## src/rtl/ring_phase_decoder.sv

```systemverilog
// Receive-side tracker for a one-hot rotating phase vector: decodes the phase index,
// checks single-step advance, locks after a run of good steps and counts faults.
module ring_phase_decoder #(
  parameter int unsigned WIDTH      = 6,
  parameter int unsigned IDX_W      = 3,
  parameter int unsigned LOCK_COUNT = 3,
  parameter int unsigned ERR_W      = 8
) (
  input  logic             clk_i,
  input  logic             rst_ni,
  input  logic [WIDTH-1:0] t_i,
  input  logic             sample_en_i,
  output logic [IDX_W-1:0] index_o,
  output logic             index_valid_o,
  output logic             locked_o,
  output logic             seq_error_o,
  output logic             wrap_o,
  output logic [ERR_W-1:0] err_count_o
);

  localparam int unsigned CntW = $clog2(WIDTH + 1);
  localparam int unsigned RunW = $clog2(LOCK_COUNT + 1);
  localparam logic [RunW:0] LockCnt = LOCK_COUNT[RunW:0];
  localparam logic [IDX_W-1:0] LastIdx = IDX_W'(WIDTH - 1);

  typedef enum logic [1:0] {StHunt, StLocking, StLocked} state_e;

  state_e           state_q;
  logic [RunW-1:0]  run_q;
  logic [IDX_W-1:0] prev_q;
  logic [IDX_W-1:0] index_q;
  logic             index_valid_q;
  logic             seq_error_q;
  logic             wrap_q;
  logic [ERR_W-1:0] err_q;

  logic [CntW-1:0]  ones_cnt;
  logic [IDX_W-1:0] decoded;
  logic [IDX_W-1:0] expected;
  logic             one_hot;
  logic             in_step;
  logic [RunW:0]    run_inc;

  // Population count and position of the (last) set bit in one pass.
  always_comb begin
    ones_cnt = '0;
    decoded  = '0;
    for (int i = 0; i < WIDTH; i++) begin
      if (t_i[i]) begin
        ones_cnt = ones_cnt + 1'b1;
        decoded  = IDX_W'(i);
      end
    end
  end

  assign one_hot  = (ones_cnt == CntW'(1));
  assign expected = (prev_q == LastIdx) ? '0 : prev_q + 1'b1;
  assign in_step  = one_hot && (decoded == expected);
  assign run_inc  = {1'b0, run_q} + 1'b1;

  always_ff @(posedge clk_i or negedge rst_ni) begin
    if (!rst_ni) begin
      state_q       <= StHunt;
      run_q         <= '0;
      prev_q        <= '0;
      index_q       <= '0;
      index_valid_q <= 1'b0;
      seq_error_q   <= 1'b0;
      wrap_q        <= 1'b0;
      err_q         <= '0;
    end else begin
      index_valid_q <= 1'b0;
      seq_error_q   <= 1'b0;
      wrap_q        <= 1'b0;
      if (sample_en_i) begin
        if (one_hot) begin
          index_q       <= decoded;
          prev_q        <= decoded;
          index_valid_q <= 1'b1;
        end
        unique case (state_q)
          StHunt: begin
            if (one_hot) begin
              run_q   <= RunW'(1);
              state_q <= (LOCK_COUNT == 1) ? StLocked : StLocking;
            end
          end
          StLocking: begin
            if (!one_hot) begin
              run_q   <= '0;
              state_q <= StHunt;
            end else if (in_step) begin
              run_q <= run_inc[RunW-1:0];
              if (run_inc >= LockCnt) state_q <= StLocked;
            end else begin
              run_q <= RunW'(1);
            end
          end
          StLocked: begin
            if (in_step) begin
              wrap_q <= (prev_q == LastIdx) && (decoded == '0);
            end else begin
              seq_error_q <= 1'b1;
              if (err_q != '1) err_q <= err_q + 1'b1;
              // An out-of-step but well-formed sample restarts the lock run from itself.
              run_q   <= one_hot ? RunW'(1) : '0;
              state_q <= one_hot ? StLocking : StHunt;
            end
          end
          default: begin
            run_q   <= '0;
            state_q <= StHunt;
          end
        endcase
      end
    end
  end

  assign index_o       = index_q;
  assign index_valid_o = index_valid_q;
  assign locked_o      = (state_q == StLocked);
  assign seq_error_o   = seq_error_q;
  assign wrap_o        = wrap_q;
  assign err_count_o   = err_q;

endmodule

```

## config.mk

```make
export PLATFORM = sky130hd
export DESIGN_NAME = ring_phase_decoder
export DESIGN_NICKNAME = d
export VERILOG_FILES = /design/src/rtl/ring_phase_decoder.sv
export SDC_FILE = /design/constraint.sdc
export NUM_CORES = 1
export LEC_CHECK = 0
export ABC_AREA = 1
export ABC_CLOCK_PERIOD_IN_PS = 1600
export CAP_MARGIN = 25
export CORE_ASPECT_RATIO = 1.5
export CORE_MARGIN = 2
export CORE_UTILIZATION = 48
export DETAILED_ROUTE_END_ITERATION = 12
export PLACE_DENSITY = 0.76
export SLEW_MARGIN = 10
export SYNTH_ARGS = -nofsm -noshare
export SYNTH_HDL_FRONTEND = slang
export SYNTH_SLANG_ARGS = --single-unit
export TNS_END_PERCENT = 1
```

## constraint.sdc

```tcl
create_clock -name clk_i -period 1.6 [get_ports clk_i]
set_input_delay 0.4 -clock clk_i [delete_from_list [all_inputs] [get_ports clk_i]]
set_output_delay 0.4 -clock clk_i [all_outputs]
set_load 0.02 [all_outputs]
```

## Word-level counts from Yosys, hierarchy flattened

Cells that the tools add are included.

- Muxes and demuxes: 30
- Div/mod/pow operators: 0
- $mul: 0
- Order comparisons: 1
- Bitwise logic cells: 1
- Eq/ne operators: 10
- Shift operators: 0
- Reductions and logical operators: 8
- Add/subtract/negate cells: 8

Operator list:

| operator | number |
|---|---|
| 3-bit 2-to-1 mux | 10 |
| 3-bit by 1-bit adder with 3-bit output, second input constant | 6 |
| 2-bit 2-to-1 mux | 7 |
| 2-bit one-hot mux with 3 select lines | 2 |
| 1-bit 2-to-1 mux | 11 |
| 8-bit by 1-bit adder with 8-bit output, second input constant | 1 |
| 8-bit inequality test, second input constant | 1 |
| 3-bit inequality test, second input constant | 2 |
| 5-bit AND reduction | 1 |
| 2-bit inequality test, second input constant | 2 |
| 4-bit AND reduction | 1 |
| 2-bit by 1-bit adder with 3-bit output, second input constant | 1 |
| 3-bit by 1-bit equality test with 1-bit output, second input constant | 1 |
| 3-bit equality test | 1 |
| 3-bit equality test, second input constant | 1 |
| 3-bit by 2-bit >= comparator with 1-bit output, second input constant | 1 |
| 3-bit logical NOT | 1 |
| 3-bit AND reduction | 1 |
| 2-bit by 1-bit equality test with 1-bit output, second input constant | 1 |
| 2-bit equality test, second input constant | 1 |
| 1-bit logical AND | 2 |
| 2-bit logical NOT | 1 |
| 2-bit AND reduction | 1 |
| 1-bit NOT | 1 |

- Memories: 0
- Bits in latches: 0
- Bits of input ports: 9
- Bits in read-only memories: 0
- Flip-flop bits (word level): 18
- Memory bits (writable): 0
- Output and inout bits: 15
- Word-level logic and storage cells: 65

## Longest topological paths before layout

Gate-level depths: netlist of the first run.

- Depth in word-level cells: 16
- Mapped depth: 24
- Mapped depth without buffers: 24

## Least setup slack after synthesis of the first run

No wires, ideal clock.

- Path type: input -> register
- From: input t_i[0]
- To: register err_q[6] (netlist: err_count_o[6])
- Cell stages on the path: 24
- Arrival time: 3294 ps
- Slack: -1768 ps
- Setup time: 74 ps
- Data required time: 1526 ps
- Buffers on the path: 1
- Cells stage by stage: inv_1 -> ha_1 -> inv_1 -> nand2_1 -> nand2_1 -> inv_1 -> ha_1 -> nand2_1 -> nand2_1 -> ha_1 -> or2_2 -> nand2_1 -> inv_1 -> ha_1 -> nand2_1 -> xor2_1 -> xor2_2 -> nand3_2 -> inv_2 -> nand2_4 -> nand3_4 -> buf_12 -> nand2_2 -> o21ai_2

- Cells in the longest elaborated chain, start to end: 15

RTL lines:

| what | RTL line | text |
|---|---|---|
| start, declared | 11 | `input logic [WIDTH-1:0] t_i,` |
| 1-bit 2-to-1 mux (*) | 49 | `if (t_i[i]) begin` |
| 3-bit by 1-bit adder with 3-bit output | 50 | `ones_cnt = ones_cnt + 1'b1;` |
| 3-bit 2-to-1 mux (*) | 49 |  |
| 3-bit by 1-bit adder with 3-bit output | 50 |  |
| 3-bit 2-to-1 mux (*) | 49 |  |
| 3-bit by 1-bit adder with 3-bit output | 50 |  |
| 3-bit 2-to-1 mux (*) | 49 |  |
| 3-bit by 1-bit adder with 3-bit output | 50 |  |
| 3-bit 2-to-1 mux (*) | 49 |  |
| 3-bit by 1-bit adder with 3-bit output | 50 |  |
| 3-bit 2-to-1 mux (*) | 49 |  |
| 3-bit by 1-bit equality test with 1-bit output (*) | 56 | `assign one_hot = (ones_cnt == CntW'(1));` |
| 1-bit logical AND (*) | 58 | `assign in_step = one_hot && (decoded == expected);` |
| 1-bit NOT (no line) (*) | - |  |
| 4-bit AND reduction (no line) (*) | - |  |
| end signal, assigned | 104 | `if (err_q != '1) err_q <= err_q + 1'b1;` |
| end, declared | 35 | `logic [ERR_W-1:0] err_q;` |

Mark *: on every way between the ends. The rest lies on a longest branch, timed or not.
A chain may end at the register's enable or synchronous reset.

## Final worst setup path of the first run

- From: input t_i[1]
- To: register err_q[6] (netlist: err_count_o[6])

- Cells in the longest elaborated chain, start to end: 13
- Elaborated cells between the ends (all ways): 19
- Classes of those cells: 4 x add/sub; 2 x eq/ne; 10 x mux; 1 x bitwise; 2 x reduce/logical

RTL lines:

| what | RTL line |
|---|---|
| 3-bit 2-to-1 mux | 49 |
| 3-bit by 1-bit adder with 3-bit output | 50 |
| 3-bit 2-to-1 mux | 49 |
| 3-bit by 1-bit adder with 3-bit output | 50 |
| 3-bit 2-to-1 mux | 49 |
| 3-bit by 1-bit adder with 3-bit output | 50 |
| 3-bit 2-to-1 mux | 49 |
| 3-bit by 1-bit adder with 3-bit output | 50 |
| 3-bit 2-to-1 mux | 49 |
| 3-bit by 1-bit equality test with 1-bit output | 56 |
| 1-bit logical AND (*) | 58 |
| 1-bit NOT (no line) (*) | - |
| 4-bit AND reduction (no line) (*) | - |

Marked as above.

==> flow_results.xml, run 1 <==
<?xml version="1.0" encoding="UTF-8"?>
<metrics>
  <group name="outcome">
    <metric name="status" unit="">finished, violations left</metric>
    <metric name="violations" unit="">negative setup slack</metric>
  </group>
  <group name="sta">
    <metric name="final_max_slew_viol_count" unit="">0</metric>
    <metric name="fmaxAchievable" unit="MHz">346</metric>
    <metric name="finalWorstSetupSlack" unit="ns">-1.29</metric>
    <metric name="timing_worst_slew_pin_value" unit="ns">0.301</metric>
    <metric name="number_of_failing_hold_endpoints_at_the_final_stage" unit="">0</metric>
    <metric name="finalSetupTns" unit="ns">-22.33</metric>
    <metric name="post-route-period-util" unit="">1.80</metric>
    <metric name="period_needed" unit="ns">2.89</metric>
    <metric name="max_transition_margin" unit="">0.799</metric>
    <metric name="grt_setup_unrepaired" unit="">true</metric>
    <metric name="finalSetupViolations" unit="">18</metric>
    <metric name="clock-skew-final" unit="ns">0.00241</metric>
  </group>
  <group name="clock_network">
    <metric name="holdBufCountCts" unit="">0</metric>
    <metric name="cts.reportedPaths.clkPinSlew" unit="ns">0.07</metric>
    <metric name="cts_max_path_buffers" unit="">2</metric>
    <metric name="clock_tree.root_cell" unit="">sky130_fd_sc_hd__clkbuf_8</metric>
    <metric name="cts-buffers-inserted" unit="">3</metric>
    <metric name="clock_tree.htree_level_count" unit="">1</metric>
    <metric name="cts_tree" unit="">done</metric>
    <metric name="clock-sinks" unit="">18</metric>
    <metric name="clk-insertion-delay-late" unit="ns">0.26</metric>
  </group>
  <group name="job">
    <metric name="max-cap-violations" unit="">0</metric>
  </group>
  <group name="power_and_ir_drop">
    <metric name="post-layout-total-power" unit="mW">2.31</metric>
    <metric name="power.internal" unit="mW">1.36</metric>
    <metric name="p_sw_frac" unit="">0.413</metric>
    <metric name="p_sw" unit="mW">0.954</metric>
    <metric name="sequentialPowerShare" unit="">0.281</metric>
    <metric name="leakage" unit="nW">1.19</metric>
    <metric name="p_per_area" unit="nW/um2">1010</metric>
    <metric name="ir_drop" unit="uV">590</metric>
    <metric name="clkPwrFrac" unit="">0.167</metric>
    <metric name="power.share.combinational" unit="">0.552</metric>
  </group>
  <group name="critical_path">
    <metric name="ff2ff_path_depth" unit="">13</metric>
    <metric name="start_kind" unit="">input port</metric>
    <metric name="critical_path_required" unit="ns">1.79</metric>
    <metric name="regToRegSetupSlack" unit="ns">-0.13</metric>
    <metric name="critPathArrivalTime" unit="ns">3.08</metric>
    <metric name="critical_path.startpoint" unit="">t_i[1]</metric>
    <metric name="endpoint" unit="">err_count_o[6]</metric>
    <metric name="critPathMaxFanout" unit="">8</metric>
    <metric name="type_of_the_setup_path_with_the_least_slack" unit="">in2reg</metric>
    <metric name="cp-end-kind" unit="">register</metric>
    <metric name="regToRegEndpoint" unit="">run_q[1]</metric>
    <metric name="ff_to_ff_start" unit="">index_o[0]</metric>
  </group>
  <group name="synth">
    <metric name="synth_fa_ha_area_frac" unit="">0.0690</metric>
    <metric name="synth.area.top_cells" unit="">sky130_fd_sc_hd__dfrtp_1 31%, sky130_fd_sc_hd__nand2_1 15%, sky130_fd_sc_hd__inv_1 7.5%</metric>
    <metric name="synthesis.nets" unit="">216</metric>
    <metric name="post_synth_instance_area" unit="um2">1450</metric>
    <metric name="synth-async-reset-ratio" unit="">1.00</metric>
    <metric name="synth_instances" unit="">199</metric>
    <metric name="count_of_flip_flops_with_a_built_in_enable_after_synthesis" unit="">0</metric>
    <metric name="complex_gate_fraction_of_the_synthesized_area" unit="">0.0888</metric>
    <metric name="leading_area_contributor_after_synthesis" unit="">sky130_fd_sc_hd__dfrtp_1</metric>
    <metric name="combinational_family_with_the_most_area_after_synthesis" unit="">simple AND/OR/NAND/NOR gates</metric>
    <metric name="yosysUniqueCellTypes" unit="">28</metric>
    <metric name="ys_seq_elements" unit="">18</metric>
    <metric name="synth-xor-area-share" unit="">0.0647</metric>
    <metric name="synth_simple_gate_area_frac" unit="">0.366</metric>
    <metric name="synthMuxAreaShare" unit="">0</metric>
    <metric name="synthMostInstantiatedCell" unit="">sky130_fd_sc_hd__nand2_1</metric>
    <metric name="synth_ff_type" unit="">sky130_fd_sc_hd__dfrtp_1</metric>
    <metric name="yosysWarningCount" unit="">0</metric>
    <metric name="synth_seq_area_share" unit="">0.310</metric>
    <metric name="synthDominantCellAreaShare" unit="">0.310</metric>
    <metric name="synth_top_cells_by_count" unit="">59 x sky130_fd_sc_hd__nand2_1, 29 x sky130_fd_sc_hd__inv_1, 20 x sky130_fd_sc_hd__nand3_1, 18 x sky130_fd_sc_hd__dfrtp_1</metric>
    <metric name="syn_avg_cell_area" unit="um2">7.29</metric>
  </group>
  <group name="detailed_routing">
    <metric name="detail_route.iter0.violations" unit="">24</metric>
    <metric name="routed_wire_length_per_instance" unit="um">12.0</metric>
    <metric name="drt-vias-per-instance" unit="">4.99</metric>
    <metric name="detail-route-antenna-nets" unit="">0</metric>
    <metric name="routed-via-count" unit="">1547</metric>
    <metric name="first_pass_iters" unit="">4</metric>
    <metric name="wirelength_routed" unit="um">3730</metric>
    <metric name="drc_errors" unit="">0</metric>
  </group>
  <group name="floorplan">
    <metric name="floorplan.die.height" unit="um">71.3</metric>
    <metric name="initial_core_util" unit="">0.503</metric>
    <metric name="count_of_pins_on_the_block_boundary" unit="">24</metric>
    <metric name="fp-row-count" unit="">24</metric>
    <metric name="floorplan.die_area" unit="um2">3490</metric>
    <metric name="die_x" unit="um">48.9</metric>
    <metric name="fp.coreArea" unit="um2">2880</metric>
  </group>
  <group name="global_routing">
    <metric name="grt_max_degree" unit="">19</metric>
    <metric name="grt_first_pass_wirelength" unit="um">6390</metric>
    <metric name="grt_antenna_before_repair" unit="">0</metric>
    <metric name="grt_pass1_vias" unit="">1600</metric>
    <metric name="global_route.usage.total" unit="">0.230</metric>
    <metric name="remaining_global_route_overflow" unit="">0</metric>
  </group>
  <group name="layout">
    <metric name="postLayoutCoreUtil" unit="">0.793</metric>
    <metric name="num_antenna_cells" unit="">0</metric>
    <metric name="nNetsFinal" unit="">289</metric>
    <metric name="finish.cell_count_without_fillers" unit="">310</metric>
    <metric name="layout.filler_cells" unit="">211</metric>
    <metric name="final_layout_size_suffix_gt1_frac" unit="">0.417</metric>
    <metric name="flow.area_growth_from_synthesis" unit="%">57.5</metric>
  </group>
  <group name="hold_path">
    <metric name="min-delay-path-class" unit="">in2async</metric>
  </group>
  <group name="placement">
    <metric name="place_ws" unit="ns">-2.32</metric>
    <metric name="post-place-cells" unit="">303</metric>
    <metric name="port-buffer-count" unit="">23</metric>
    <metric name="detailed_place_hpwl" unit="um">2730</metric>
    <metric name="place_congestion" unit="">0.821</metric>
  </group>
</metrics>
==> sequential cells by signal, indices dropped and copies added, names as in the netlist <==
register	cells
err_count_o	8
index_o	3
index_valid_o	1
run_q	2
seq_error_o	1
state_q	2
wrap_o	1
==> per-stage QoR <==
stage	cell area (um2)	hold slack, ns
6_report	2290	0.464
5_1_grt	2290	0.507
4_1_cts	2220	0.474
3_5_place_dp	2090	0.519
3_3_place_gp	2090	0.508
2_1_floorplan	1510	0.104
==> routing by layer <==
metal | vias up | GRT usage | wire length [um] | part of all wire
met4 | 0 | 0.121 | 125 | 0.034
met2 | 34 | 0.464 | 2130 | 0.57
met5 | - | 0 | 0 | 0
li1 | 782 | - | - | -
met1 | 719 | 0.226 | 1400 | 0.38
met3 | 12 | 0.0208 | 77 | 0.021
==> area by class of cell <==
cell class	count	area, um2	area share
inverters	31	131	0.0575
clock buffers	4	55.1	0.0241
flip-flops and latches	18	450	0.197
repair buffers	69	574	0.251
multi-input cells	149	1030	0.449
well taps	39	48.8	0.0213
==> layout by cell type, fill, tap and decap left out, drive strengths merged <==
cell and count:
a21oi 1, buf 48, clkbuf 5, clkdlybuf4s15 1, clkdlybuf4s50 6, dfrtp 18
dlygate4sd2 12, dlymetal6s2s 1, ha 8, inv 31, nand2 66, nand3 25
nand3b 1, nand4 5, nor2 11, nor3 1, nor4 1, o2111ai 1
o21ai 17, or2 3, xnor2 6, xor2 3
==> kinds of logic after synthesis <==
kind of cell	after synthesis
DFF	18
xor gates and xnor gates	9
and+or+nand+nor	112
AOI/OAI and AO/OA	19
buffers and inverters	33
adders and majority gates	8
==> power groups by stage <==
stage,combinational (mW),clock (mW),sequential (mW)
final,1.28,0.385,0.649
after floorplan,0.588,0,0.726
after detailed placement,1.22,0,0.655
after CTS,1.22,0.382,0.646
after global placement,1.19,0,0.650
after global routing,1.42,0.402,0.661
==> what timing repair did <==
item	CTS	global route
endpoints found under the setup margin	31	20
pin swaps	15	14
gates resized for setup	45	19
cloned	1	0
buffers inserted	2	0
==> critical path, cell delays in order <==
cell and delay (ns):
sky130_fd_sc_hd__buf_12 0.09, sky130_fd_sc_hd__inv_12 0.03, sky130_fd_sc_hd__ha_4 0.23, sky130_fd_sc_hd__inv_2 0.06
sky130_fd_sc_hd__nand2_2 0.06, sky130_fd_sc_hd__nand2_2 0.06, sky130_fd_sc_hd__inv_2 0.04, sky130_fd_sc_hd__ha_4 0.26
sky130_fd_sc_hd__nand2_4 0.05, sky130_fd_sc_hd__nand2_4 0.06, sky130_fd_sc_hd__ha_4 0.19, sky130_fd_sc_hd__or2_4 0.23
sky130_fd_sc_hd__nand2_4 0.06, sky130_fd_sc_hd__inv_2 0.04, sky130_fd_sc_hd__ha_4 0.15, sky130_fd_sc_hd__nand2_4 0.05
sky130_fd_sc_hd__xor2_2 0.17, sky130_fd_sc_hd__xor2_2 0.18, sky130_fd_sc_hd__nand3_2 0.13, sky130_fd_sc_hd__inv_2 0.13
sky130_fd_sc_hd__nand2_4 0.09, sky130_fd_sc_hd__nand3_4 0.14, sky130_fd_sc_hd__nand2_2 0.07, sky130_fd_sc_hd__o21ai_2 0.05
==> worst min-delay path by stage <==
| stage | start | to | slack, ns | cells past startpoint |
|---|---|---|---|---|
| after global placement | run_q[1] | run_q[1] | 0.51 | 2 |
| after floorplan | rst_ni | err_count_o[0] | 0.10 | 0 |
| final | rst_ni | err_count_o[1] | 0.46 | 2 |
| after global routing | rst_ni | err_count_o[3] | 0.51 | 2 |
| after detailed placement | run_q[0] | run_q[0] | 0.52 | 2 |
| after CTS | rst_ni | err_count_o[1] | 0.47 | 2 |
Power figures use the tool's default switching activity.
==> run 2, diff against run 1 <==
SETUP_SLACK_MARGIN = 0.3   (was unset)
==> run 2 against run 1 <==
The run still ends with negative setup slack left. Register-to-register slack barely moved. Fmax fell by 0.12%. Wire length rose by 2.2%. First-iteration DRC count fell by 13%. Critical path depth did not move. Global-route usage rose by 0.36 points. Via count rose by 1.5%. Clock power barely moved. Sequential share of layout area barely moved. Final area barely moved. Clock skew fell by 0.0012 ns. Critical path type unchanged.
==> flow_results.xml, run 2 (synthesis results as in run 1) <==
<?xml version="1.0" encoding="UTF-8"?>
<metrics>
  <group name="outcome">
    <metric name="status" unit="">finished, violations left</metric>
    <metric name="violations" unit="">negative setup slack</metric>
  </group>
  <group name="floorplan">
    <metric name="die_x" unit="um">48.9</metric>
    <metric name="floorplan.die_area" unit="um2">3490</metric>
    <metric name="fp.coreArea" unit="um2">2880</metric>
    <metric name="fp-row-count" unit="">24</metric>
    <metric name="initial_core_util" unit="">0.503</metric>
    <metric name="count_of_pins_on_the_block_boundary" unit="">24</metric>
    <metric name="floorplan.die.height" unit="um">71.3</metric>
  </group>
  <group name="detailed_routing">
    <metric name="drt-vias-per-instance" unit="">5.06</metric>
    <metric name="top_layer_used" unit="">met4</metric>
    <metric name="routed-via-count" unit="">1570</metric>
    <metric name="first_pass_iters" unit="">4</metric>
    <metric name="met2_wirelength" unit="um">2120</metric>
    <metric name="detail_route.iter0.violations" unit="">21</metric>
    <metric name="detail-route-antenna-nets" unit="">0</metric>
    <metric name="drt-met1-wl" unit="um">1430</metric>
    <metric name="drc_errors" unit="">0</metric>
    <metric name="routed_wire_length_per_instance" unit="um">12.3</metric>
    <metric name="wirelength_routed" unit="um">3810</metric>
    <metric name="met3_length" unit="um">101</metric>
  </group>
  <group name="sta">
    <metric name="period_needed" unit="ns">2.89</metric>
    <metric name="grt_setup_unrepaired" unit="">true</metric>
    <metric name="timing_worst_slew_pin_value" unit="ns">0.290</metric>
    <metric name="clock-skew-final" unit="ns">0.00121</metric>
    <metric name="final_max_slew_viol_count" unit="">0</metric>
    <metric name="max_transition_margin" unit="">0.805</metric>
    <metric name="post-route-period-util" unit="">1.81</metric>
    <metric name="number_of_failing_hold_endpoints_at_the_final_stage" unit="">0</metric>
    <metric name="finalSetupViolations" unit="">18</metric>
    <metric name="finalWorstSetupSlack" unit="ns">-1.29</metric>
    <metric name="fmaxAchievable" unit="MHz">346</metric>
  </group>
  <group name="layout">
    <metric name="area_used_by_sequential_logic_in_the_layout" unit="um2">450</metric>
    <metric name="final_layout_size_suffix_gt1_frac" unit="">0.476</metric>
    <metric name="layout.filler_cells" unit="">212</metric>
    <metric name="flow.area_growth_from_synthesis" unit="%">57.6</metric>
    <metric name="final_common_cell" unit="">sky130_fd_sc_hd__nand2_1</metric>
    <metric name="combined_area_of_the_multi_input_logic_cells" unit="um2">1030</metric>
    <metric name="max_reg_flops" unit="">8</metric>
    <metric name="nNetsFinal" unit="">289</metric>
    <metric name="most-common-layout-cells" unit="">44 x sky130_fd_sc_hd__nand2_1, 43 x sky130_fd_sc_hd__buf_4, 21 x sky130_fd_sc_hd__inv_1</metric>
    <metric name="num_antenna_cells" unit="">0</metric>
  </group>
  <group name="clock_network">
    <metric name="cts_max_path_buffers" unit="">2</metric>
    <metric name="clk-insertion-delay-late" unit="ns">0.26</metric>
    <metric name="clock_tree.htree_level_count" unit="">1</metric>
    <metric name="clock-sinks" unit="">18</metric>
    <metric name="holdBufCountCts" unit="">0</metric>
    <metric name="cts_tree" unit="">done</metric>
    <metric name="clock_tree.root_cell" unit="">sky130_fd_sc_hd__clkbuf_8</metric>
    <metric name="cts.reportedPaths.clkPinSlew" unit="ns">0.07</metric>
    <metric name="cts-buffers-inserted" unit="">3</metric>
  </group>
  <group name="job">
    <metric name="max-cap-violations" unit="">0</metric>
  </group>
  <group name="global_routing">
    <metric name="global_route.usage.total" unit="">0.234</metric>
    <metric name="grt_pass1_vias" unit="">1571</metric>
    <metric name="grt_first_pass_wirelength" unit="um">6440</metric>
    <metric name="grt_antenna_before_repair" unit="">0</metric>
    <metric name="remaining_global_route_overflow" unit="">0</metric>
    <metric name="grt_max_degree" unit="">19</metric>
  </group>
  <group name="power_and_ir_drop">
    <metric name="ir_drop" unit="uV">593</metric>
    <metric name="p_per_area" unit="nW/um2">1060</metric>
    <metric name="post-layout-total-power" unit="mW">2.41</metric>
    <metric name="leakage" unit="nW">1.16</metric>
  </group>
  <group name="placement">
    <metric name="detailed_place_hpwl" unit="um">2730</metric>
    <metric name="place_congestion" unit="">0.821</metric>
    <metric name="port-buffer-count" unit="">23</metric>
    <metric name="place_ws" unit="ns">-2.32</metric>
  </group>
  <group name="critical_path">
    <metric name="critical_path_required" unit="ns">1.80</metric>
    <metric name="start_kind" unit="">input port</metric>
    <metric name="type_of_the_setup_path_with_the_least_slack" unit="">in2reg</metric>
    <metric name="regToRegEndpoint" unit="">run_q[1]</metric>
    <metric name="cp-end-kind" unit="">register</metric>
    <metric name="regToRegSetupSlack" unit="ns">-0.14</metric>
    <metric name="critPathArrivalTime" unit="ns">3.09</metric>
    <metric name="critPathMaxFanout" unit="">8</metric>
    <metric name="ff_to_ff_start" unit="">index_o[0]</metric>
    <metric name="ff2ff_path_depth" unit="">13</metric>
  </group>
  <group name="hold_path">
    <metric name="min-delay-path-class" unit="">in2async</metric>
  </group>
</metrics>
-- run 2: cell type report --
cell class	count	share of cell area
Sequential cell	18	0.197
Multi-Input combinational cell	149	0.452
Tap cell	39	0.0213
Timing Repair Buffer	69	0.248
Inverter	31	0.0574
Clock buffer	4	0.0241
-- run 2: how the worst max path moves through the flow --
stage	start	endpoint	slack [ns]	cells past startpoint
6_report	t_i[1]	err_count_o[2]	-1.29	24
5_1_grt	t_i[1]	err_count_o[2]	-1.43	24
4_1_cts	t_i[1]	state_q[0]	-1.37	23
3_5_place_dp	t_i[1]	err_count_o[2]	-2.32	24
3_3_place_gp	t_i[1]	err_count_o[1]	-2.22	24
2_1_floorplan	t_i[1]	err_count_o[6]	-1.51	24
-- run 2: per-layer routing --
layer	global-route usage	up-vias
met1	0.233	735
met2	0.463	39
met5	0	-
li1	-	782
met4	0.133	0
met3	0.0208	14
-- run 2: timing repair --
action | 4_1_cts | 5_1_grt
buffers inserted | 2 | 0
gates resized for setup | 99 | 24
pin swaps | 16 | 15
cloned | 1 | 0
endpoints found under the setup margin | 33 | 32
-- run 2: report_power, final --
| group | internal [mW] | switching, mW |
|---|---|---|
| clock network | 0.219 | 0.165 |
| logic | 0.657 | 0.707 |
| registers | 0.550 | 0.115 |
| total | 1.43 | 0.988 |
-- run 2: critical path, stage by stage --
cell                      delay [ns]
sky130_fd_sc_hd__buf_12         0.09
sky130_fd_sc_hd__inv_12         0.03
sky130_fd_sc_hd__ha_4           0.23
sky130_fd_sc_hd__inv_2          0.06
sky130_fd_sc_hd__nand2_2        0.06
sky130_fd_sc_hd__nand2_2        0.06
sky130_fd_sc_hd__inv_2          0.04
sky130_fd_sc_hd__ha_4           0.26
sky130_fd_sc_hd__nand2_4        0.05
sky130_fd_sc_hd__nand2_4        0.06
sky130_fd_sc_hd__ha_4           0.19
sky130_fd_sc_hd__or2_4          0.23
sky130_fd_sc_hd__nand2_4        0.06
sky130_fd_sc_hd__inv_2          0.04
sky130_fd_sc_hd__ha_4           0.15
sky130_fd_sc_hd__nand2_4        0.05
sky130_fd_sc_hd__xor2_2         0.17
sky130_fd_sc_hd__xor2_2         0.19
sky130_fd_sc_hd__nand3_2        0.13
sky130_fd_sc_hd__inv_2          0.13
sky130_fd_sc_hd__nand2_4        0.09
sky130_fd_sc_hd__nand3_4        0.14
sky130_fd_sc_hd__nand2_2        0.07
sky130_fd_sc_hd__o21ai_2        0.05
-- run 2: stage by stage --
step                hold WS, ns  instances  setup TNS, ns   util  cell area, um2
finish                    0.466        310         -22.41  0.793            2290
global route              0.507        310         -25.12  0.793            2290
CTS                       0.474        310         -23.45  0.773            2230
detailed placement        0.519        303         -40.87  0.724            2090
global placement          0.508        303         -39.09  0.724            2090
floorplan                 0.104        199         -25.98      -            1510
==> run 3, diff against run 2 <==
GPL_ROUTABILITY_DRIVEN = 0   (was unset)
==> results of run 3 <==
No change in the layout: final DEF, timing and power equal those of run 2.
